<file path="src/rtl/sio_pkg.sv">
// Shared types and helpers for the serial transmit scheduler.
package sio_pkg;

  typedef enum logic {S_IDLE, S_SEND} state_t;

  localparam int unsigned SIO_WIDTH = 32;
  localparam int unsigned BYTES     = SIO_WIDTH / 8;

  // Index width for n items; never narrower than one bit.
  function automatic int unsigned ptr_w(input int unsigned n);
    return (n < 2) ? 1 : $clog2(n);
  endfunction

endpackage

</file>
<file path="src/rtl/sio_rr_pick.sv">
// Combinational round-robin picker: the first request at or after ptr+1 wins,
// wrapping around; found by rotating the request vector and priority encoding.
module sio_rr_pick
  import sio_pkg::*;
#(
  parameter int unsigned NREQ = 2
) (
  input  logic [NREQ-1:0]          i_req,
  input  logic [ptr_w(NREQ)-1:0]   i_ptr,
  output logic [NREQ-1:0]          o_gnt,
  output logic [ptr_w(NREQ)-1:0]   o_idx,
  output logic                     o_any
);

  localparam int unsigned PW = ptr_w(NREQ);

  logic [PW-1:0]   w_start;
  logic [PW-1:0]   w_off;
  logic [NREQ-1:0] w_rot;
  logic [PW:0]     w_sum;

  always_comb begin
    w_start = (i_ptr >= PW'(NREQ - 1)) ? '0 : i_ptr + 1'b1;
    // Doubling the vector makes the shift a rotate, so w_rot[0] is the start slot.
    w_rot   = NREQ'({i_req, i_req} >> w_start);
    w_off   = '0;
    for (int unsigned k = 0; k < NREQ; k++) begin
      if (w_rot[NREQ-1-k]) w_off = PW'(NREQ - 1 - k);
    end
    w_sum = {1'b0, w_start} + {1'b0, w_off};
    if (w_sum >= (PW+1)'(NREQ)) w_sum = w_sum - (PW+1)'(NREQ);
    o_idx = w_sum[PW-1:0];
    o_any = |i_req;
    o_gnt = o_any ? (NREQ'(1) << o_idx) : '0;
  end

endmodule

</file>
<file path="src/rtl/sio_tx_sched.sv">
// Word-level transmit scheduler: grants whole words round-robin among NREQ
// producers and serializes each into bytes on a single valid/ready channel.
module sio_tx_sched
  import sio_pkg::*;
#(
  parameter int unsigned NREQ      = 2,
  parameter int unsigned WIDTH     = SIO_WIDTH,
  parameter bit          LSB_FIRST = 1'b1
) (
  input  logic                      clk,
  input  logic                      rst,
  input  logic [NREQ-1:0]           req_vld,
  input  logic [NREQ*WIDTH-1:0]     req_data,
  output logic [NREQ-1:0]           req_rdy,
  output logic [7:0]                d_tx,
  output logic                      vld_tx,
  input  logic                      rdy_tx,
  output logic                      busy,
  output logic [$clog2(NREQ)-1:0]   gnt_id
);

  localparam int unsigned NBYTES = WIDTH / 8;
  localparam int unsigned PW     = ptr_w(NREQ);
  localparam int unsigned CW     = ptr_w(NBYTES);

  state_t                  r_state;
  state_t                  w_state_nx;
  logic [WIDTH-1:0]        r_sh;
  logic [CW-1:0]           r_cnt;
  logic [PW-1:0]           r_ptr;
  logic [$clog2(NREQ)-1:0] r_gnt_id;

  logic [NREQ-1:0]         w_gnt;
  logic [PW-1:0]           w_idx;
  logic                    w_any;
  logic                    w_take;
  logic                    w_xfer;

  sio_rr_pick #(.NREQ(NREQ)) u_pick (
    .i_req (req_vld),
    .i_ptr (r_ptr),
    .o_gnt (w_gnt),
    .o_idx (w_idx),
    .o_any (w_any)
  );

  always_ff @(posedge clk or posedge rst) begin
    if (rst) r_state <= S_IDLE;
    else     r_state <= w_state_nx;
  end

  always_comb begin
    w_state_nx = r_state;
    w_take     = 1'b0;
    w_xfer     = 1'b0;
    case (r_state)
      S_IDLE: begin
        if (w_any) begin
          w_take     = 1'b1;
          w_state_nx = S_SEND;
        end
      end
      S_SEND: begin
        if (rdy_tx) begin
          w_xfer = 1'b1;
          if (r_cnt == '0) w_state_nx = S_IDLE;
        end
      end
      default: w_state_nx = S_IDLE;
    endcase
  end

  always_ff @(posedge clk or posedge rst) begin
    if (rst) begin
      r_sh     <= '0;
      r_cnt    <= '0;
      r_ptr    <= PW'(NREQ - 1);
      r_gnt_id <= '0;
    end else if (w_take) begin
      r_sh     <= req_data[w_idx*WIDTH +: WIDTH];
      r_cnt    <= CW'(NBYTES - 1);
      r_ptr    <= w_idx;
      r_gnt_id <= w_idx;
    end else if (w_xfer && (r_cnt != '0)) begin
      r_sh  <= LSB_FIRST ? (r_sh >> 8) : (r_sh << 8);
      r_cnt <= r_cnt - 1'b1;
    end
  end

  // req_rdy is gated by rst so a pending request never sees a grant during reset.
  assign req_rdy = ((r_state == S_IDLE) && !rst) ? w_gnt : '0;
  assign vld_tx  = (r_state == S_SEND);
  assign busy    = (r_state == S_SEND);
  assign d_tx    = LSB_FIRST ? r_sh[7:0] : r_sh[WIDTH-1 -: 8];
  assign gnt_id  = r_gnt_id;

endmodule
</file>
<file path="config.mk">
export PLATFORM = sky130hd
export DESIGN_NAME = sio_tx_sched
export DESIGN_NICKNAME = d
export VERILOG_FILES = /design/src/rtl/sio_pkg.sv /design/src/rtl/sio_rr_pick.sv /design/src/rtl/sio_tx_sched.sv
export SDC_FILE = /design/constraint.sdc
export NUM_CORES = 1
export LEC_CHECK = 0
export CAP_MARGIN = 15
export CELL_PAD_IN_SITES_DETAIL_PLACEMENT = 0
export CELL_PAD_IN_SITES_GLOBAL_PLACEMENT = 1
export CORE_UTILIZATION = 35
export DETAILED_ROUTE_END_ITERATION = 8
export PLACE_DENSITY_LB_ADDON = 0.1
export SLEW_MARGIN = 20
export SYNTH_ARGS = -nofsm -noshare
export SYNTH_HDL_FRONTEND = slang
export SYNTH_HIERARCHICAL = 1
export SYNTH_SLANG_ARGS = --single-unit
</file>
<file path="constraint.sdc">
create_clock -name clk -period 4.35 [get_ports clk]
set_clock_uncertainty 0.1 [all_clocks]
set_input_delay 0.87 -clock clk [delete_from_list [all_inputs] [get_ports clk]]
set_output_delay 0.87 -clock clk [all_outputs]
set_load 0.1 [all_outputs]
</file>
==> reports/metrics.cfg, run 1 <==
[timing]
worst_pin_slew_ns=0.973
finalCritPeriodShare_pct=71.0
rsz0062_at_grt=false
finalWorstSetupSlack_ns=1.26
max_freq_mhz=324
slew_headroom_pct=34.9
setup_tns_ns=0
drv_slew=0
final_hold_viol_count=0
setup_viol=0
fin_crit_ns=3.09

[synth]
synth-simple-area-share_pct=16.7
synth_fa_ha_area_share_pct=0.591
synth_cell_type_count=28
synth_area_per_cell_um2=10.0
synth_xor_area_share_pct=0.413
synth_top_family_by_area=simple AND/OR/NAND/NOR gates
synth-compound-area-share_pct=13.5
yosysWarnings=6
synthMuxAreaShare_pct=15.1
synthCells=211
synth_area_um2=2120
ys_seq_area_share_pct=43.8
syn_nets=281
synth_seq_cells=37

[power_and_ir_drop]
ir_drop_v=0.000405
p_per_area_nw_per_um2=607
p_leak_nw=1.28

[grt]
grt_pass1_vias=1765
grt_use_met2_pct=29.7
grt_max_degree=69
grt-busiest-layer=met2
grt_usage_pct=16.9
grt.met1_usage_pct=20.7
use_met3_pct=3.66
antenna_found_initial=0
grt_overflow=0
grt_pass1_wl_um=8270

[die]
num_rows=27
core_area_um2=5680
dieHeight_um=79.8
dieArea_um2=6370
die_w_um=79.8
io_pins=82
initial_utilization_pct=37.3

[clock_tree]
clock_sinks=37
postCtsHoldBufs=0
clockBufferDepth=2
path_clk_slew_ns=0.07
cts-root-buf=clkbuf_8
tritoncts=built
h-tree-depth=2
post_cts_buffers=0
cts_resized=0
clk_latency_ns=0.29
cts_buffers=5

[critical_path]
max_stage_delay_ns=0.45
worst_path_max_delay_cell=clkdlybuf4s50_1
cp.arrival_ns=2.12
worstSetupEndpointType=output port
cp_cell_sequence=clkdlybuf4s50_1 -> nand2b_1 -> and2_1 -> nor3b_1 -> buf_4
startpoint_type=primary input
path_class=in -> out
required_ns=3.38
path_max_fanout=4

[drt]
wl_um=4950
drt_first_iter_violations=73
drt_pass1_iterations=4
route.antenna.remaining_nets=0
vias_per_cell=5.00
dr_total_vias=1736
drc_errors=0
wl_per_cell_um=14.3

[layout]
num-fill-cells=559
stdcell_count=347
syn_to_final_growth_pct=38.5
fin_area_um2=2930
diodes=0
layout-drive-gt1-share_pct=8.73
seq_area_um2=927
final_core_util_pct=51.7
fin_nets=344
multi_input_area_um2=993

[place]
gp_congestion=0.692
port_buffers=81
dp_hpwl_um=3370
place_ws_ns=1.28
dp.cells=339
dpl-instance-area_um2=2850

[hold_path]
hold_path_class=reg -> reg

[status]
status=finished, final reports clean

[flow_run]
cap_violations=0

placed cells by master (no fill, tap or decap):
cell type,synthesis,routed
o211ai_1,17,17
mux2i_1,32,32
clkinv_1,0,1
clkbuf_1,1,1
o211ai_2,8,8
and2_1,1,1
nand2b_4,1,1
clkbuf_8,0,5
and3b_1,1,1
clkinv_2,0,2
nand2b_1,1,1
ha_1,1,1
or2_2,1,1
a21boi_0,1,1
nor3b_1,2,2
dfstp_2,1,1
nand3b_1,2,2
xnor2_1,1,1
buf_4,9,5
nor2b_1,1,1
inv_1,3,2
nand3_1,32,32
nor2_1,1,1
o21ai_1,8,8
clkdlybuf4s50_1,0,79
nand2_1,30,30
a21oi_4,0,1
dfrtp_1,36,36
a31oi_1,1,1
cell families (layout without fill, tap and decap cells):
family                     count (synthesis)  in the layout
buffers and inverters                     31             95
muxes                                     32             32
DFF                                       37             37
AOI/OAI and AO/OA                         36             36
adders and majority gates                  1              1
and+or+nand+nor                           73             73
xor gates and xnor gates                   1              1
worst paths after layout:
kind / start / depth (start not counted) / to / slack, ns
worst max-delay path: req_vld[1] / 5 / req_rdy[0] / 1.26
worst min-delay path: r_ptr / 2 / r_ptr / 0.38
worst max register to register: r_cnt[0] / 5 / r_cnt[0] / 2.35
worst min register to register: r_ptr / 2 / r_ptr / 0.38
max in group asynchronous: rst / 3 / r_ptr / 2.85
min in group asynchronous: rst / 3 / r_sh[30] / 0.95
per-stage QoR:
stage,total power [mW],hold WS [ns]
global placement,1.55,0.361
global route,1.91,0.428
CTS,1.80,0.381
floorplan,1.40,0.346
finish,1.78,0.384
detailed placement,1.56,0.368
registers in the layout, indices dropped and copies added (netlist names):
signal and flops:
busy 1, gnt_id 1, r_cnt 2, r_ptr 1, r_sh 32
power breakdown:
group          internal, mW  leakage [nW]  switching (mW)  total (mW)
combinational         0.337         0.760           0.643       0.980
clock                 0.111        0.0450           0.121       0.232
sequential            0.489         0.474          0.0781       0.567
total                 0.937          1.28           0.842        1.78
final cells by class:
| class | instances | area share (%) |
|---|---|---|
| clock inverter | 2 | 0.341 |
| inverter | 3 | 0.384 |
| timing repair buffer | 84 | 28.2 |
| tap | 72 | 3.07 |
| sequential | 37 | 31.6 |
| clock buffer | 6 | 2.47 |
| multi-input combinational | 143 | 33.9 |
layer usage:
layer  vias to the layer above  share of wire, %
li1                        864                 -
met1                       815                45
met2                        51                48
met3                         6               5.7
met4                         0               1.0
met5                         -                 0
worst max-delay path, delay by kind of cell:
family,cells,cell delay (ns)
simple gates,3,0.47
buf+inv,2,0.77
Yosys cell counts (all sizes together):
master | n | area share [%]
a21boi | 1 | 0.35
a21oi | 1 | 0.24
a31oi | 1 | 0.30
and2 | 1 | 0.30
and3b | 1 | 0.41
buf | 25 | 8.4
clkbuf | 3 | 0.89
dfrtp | 36 | 43
dfstp | 1 | 1.2
ha | 1 | 0.59
inv | 3 | 0.53
mux2i | 32 | 15
nand2 | 30 | 5.3
nand2b | 2 | 0.95
nand3 | 32 | 7.6
nand3b | 2 | 0.71
nor2 | 1 | 0.18
nor2b | 1 | 0.30
nor3b | 2 | 0.71
o211ai | 25 | 11
o21ai | 8 | 1.9
or2 | 1 | 0.30
xnor2 | 1 | 0.41
No activity file was read; power rests on OpenSTA's default activity.
==> run 2, diff against run 1 <==
CORE_UTILIZATION = 29   (was 35)
clock period = 2.69 ns   (was 4.35 ns; I/O delays follow)
==> run 2 against run 1 <==
Count of clock-buffer cells in the layout unchanged; utilization fell by 7.7 points; combinational power up 66%; critical path depth is the same; wire length up 3.9%; first-iteration DRC count decreased by 25%; die area is 20% higher; cell count increased by 8.6%; setup slack lost 0.94 ns; critical endpoint unchanged.
==> reports/metrics.cfg, run 2 (synthesis gave the netlist of run 1 again) <==
[flow_run]
cap_violations=0

[timing]
setup_viol=0
final_hold_viol_count=0
drv_slew=0
max_freq_mhz=423
worst_pin_slew_ns=0.497
rsz0062_at_grt=false
finalCritPeriodShare_pct=87.9
slew_headroom_pct=66.9
fin_crit_ns=2.37
finalWorstSetupSlack_ns=0.324
setup_tns_ns=0

[drt]
wl_um=5140
drt_pass1_iterations=4
drt_first_iter_violations=55
vias_per_cell=4.64
route.antenna.remaining_nets=0
wl_per_cell_um=13.6
dr_total_vias=1751
drc_errors=0

[critical_path]
cp_cell_sequence=clkdlybuf4s50_1 -> nand2b_1 -> and2_1 -> nor3b_2 -> buf_12
startpoint_type=primary input
path_max_fanout=4
cp.arrival_ns=1.73
worst_path_max_delay_cell=clkdlybuf4s50_1
path_class=in -> out
max_stage_delay_ns=0.45
worstSetupEndpointType=output port
required_ns=2.05

[clock_tree]
post_cts_buffers=0
postCtsHoldBufs=0
clk_latency_ns=0.28
path_clk_slew_ns=0.07
tritoncts=built
cts-root-buf=clkbuf_8
clock_sinks=37
clockBufferDepth=2
h-tree-depth=2
cts_resized=0
cts_buffers=5

[layout]
layout_commonest_cell=clkdlybuf4s50_1
diodes=0
num-fill-cells=703
mostFrequentLayoutCells=clkdlybuf4s50_1, dfrtp_1, mux2i_1, nand3_1, nand2_1
largest_registers=r_sh (32), r_cnt (2)
syn_to_final_growth_pct=43.5
final_core_util_pct=44.0
layout-drive-gt1-share_pct=15.3
stdcell_count=377
largest-register=r_sh
largest_reg_flops=32
fin_nets=350

[die]
dieHeight_um=87.5
die_w_um=87.5
dieArea_um2=7650
initial_utilization_pct=30.7
num_rows=30
core_area_um2=6910
io_pins=82

[place]
place_ws_ns=0.318
gp_congestion=0.689
dp.cells=369
dp_hpwl_um=3700
port_buffers=81

[grt]
grt_pass1_vias=1809
grt_overflow=0
grt_usage_pct=14.4
antenna_found_initial=0
grt_max_degree=38
grt_pass1_wl_um=8420

[power_and_ir_drop]
ir_drop_v=0.000710
p_per_area_nw_per_um2=964
power_mw=2.93
p_leak_nw=1.34

[status]
status=finished, final reports clean

[hold_path]
hold_path_class=reg -> reg

[run 2: changes by cell type in the layout (fill, tap and decap cells not counted)]
cell | before | now
clkdlybuf4s50_1 | 79 | 68
nor3b_2 | 0 | 2
buf_4 | 5 | 18
nor3b_1 | 2 | 0
buf_12 | 0 | 4
[run 2: critical path: cells and delay by family]
kind / cells / cell delay (ns)
and+or+nand+nor: 3 / 0.52
buffers and inverters: 2 / 0.66
[run 2: report_power, final]
group	switching, mW	internal (mW)
clock network	0.197	0.180
logic	1.05	0.581
registers	0.131	0.790
total	1.38	1.55
[run 2: worst paths after layout]
kind,from,endpoint,slack (ns),depth (start not counted)
max,req_vld[1],req_rdy[0],0.32,5
min,r_ptr,r_ptr,0.38,2
max reg2reg,r_ptr,r_sh[13],1.03,5
min reg2reg,r_ptr,r_ptr,0.38,2
max in group asynchronous,rst,r_ptr,1.48,3
min in group asynchronous,rst,r_sh[30],0.66,3
[run 2: final cells by class]
type | instances | area (um2) | area share [%]
clock inverters | 2 | 10.0 | 0.329
flip-flops and latches | 37 | 927 | 30.5
clock buffers | 6 | 72.6 | 2.39
inverters | 3 | 11.3 | 0.370
multi-input cells | 143 | 1000 | 33.0
repair buffers | 90 | 896 | 29.5
well taps | 96 | 120 | 3.95
[run 2: metal layers]
metal / up-vias / wire length (um) / global-route usage (%)
met5: - / 0 / 0
met3: 5 / 265 / 3.13
li1: 875 / - / -
met1: 819 / 2310 / 17.5
met4: 0 / 40 / 4.02
met2: 52 / 2530 / 25.4
[run 2: through the flow]
stage / hold slack [ns] / cell area, um2
6_report: 0.375 / 3040
3_5_place_dp: 0.367 / 2960
3_3_place_gp: 0.362 / 2960
2_1_floorplan: 0.346 / 2130
4_1_cts: 0.378 / 3040
5_1_grt: 0.411 / 3040
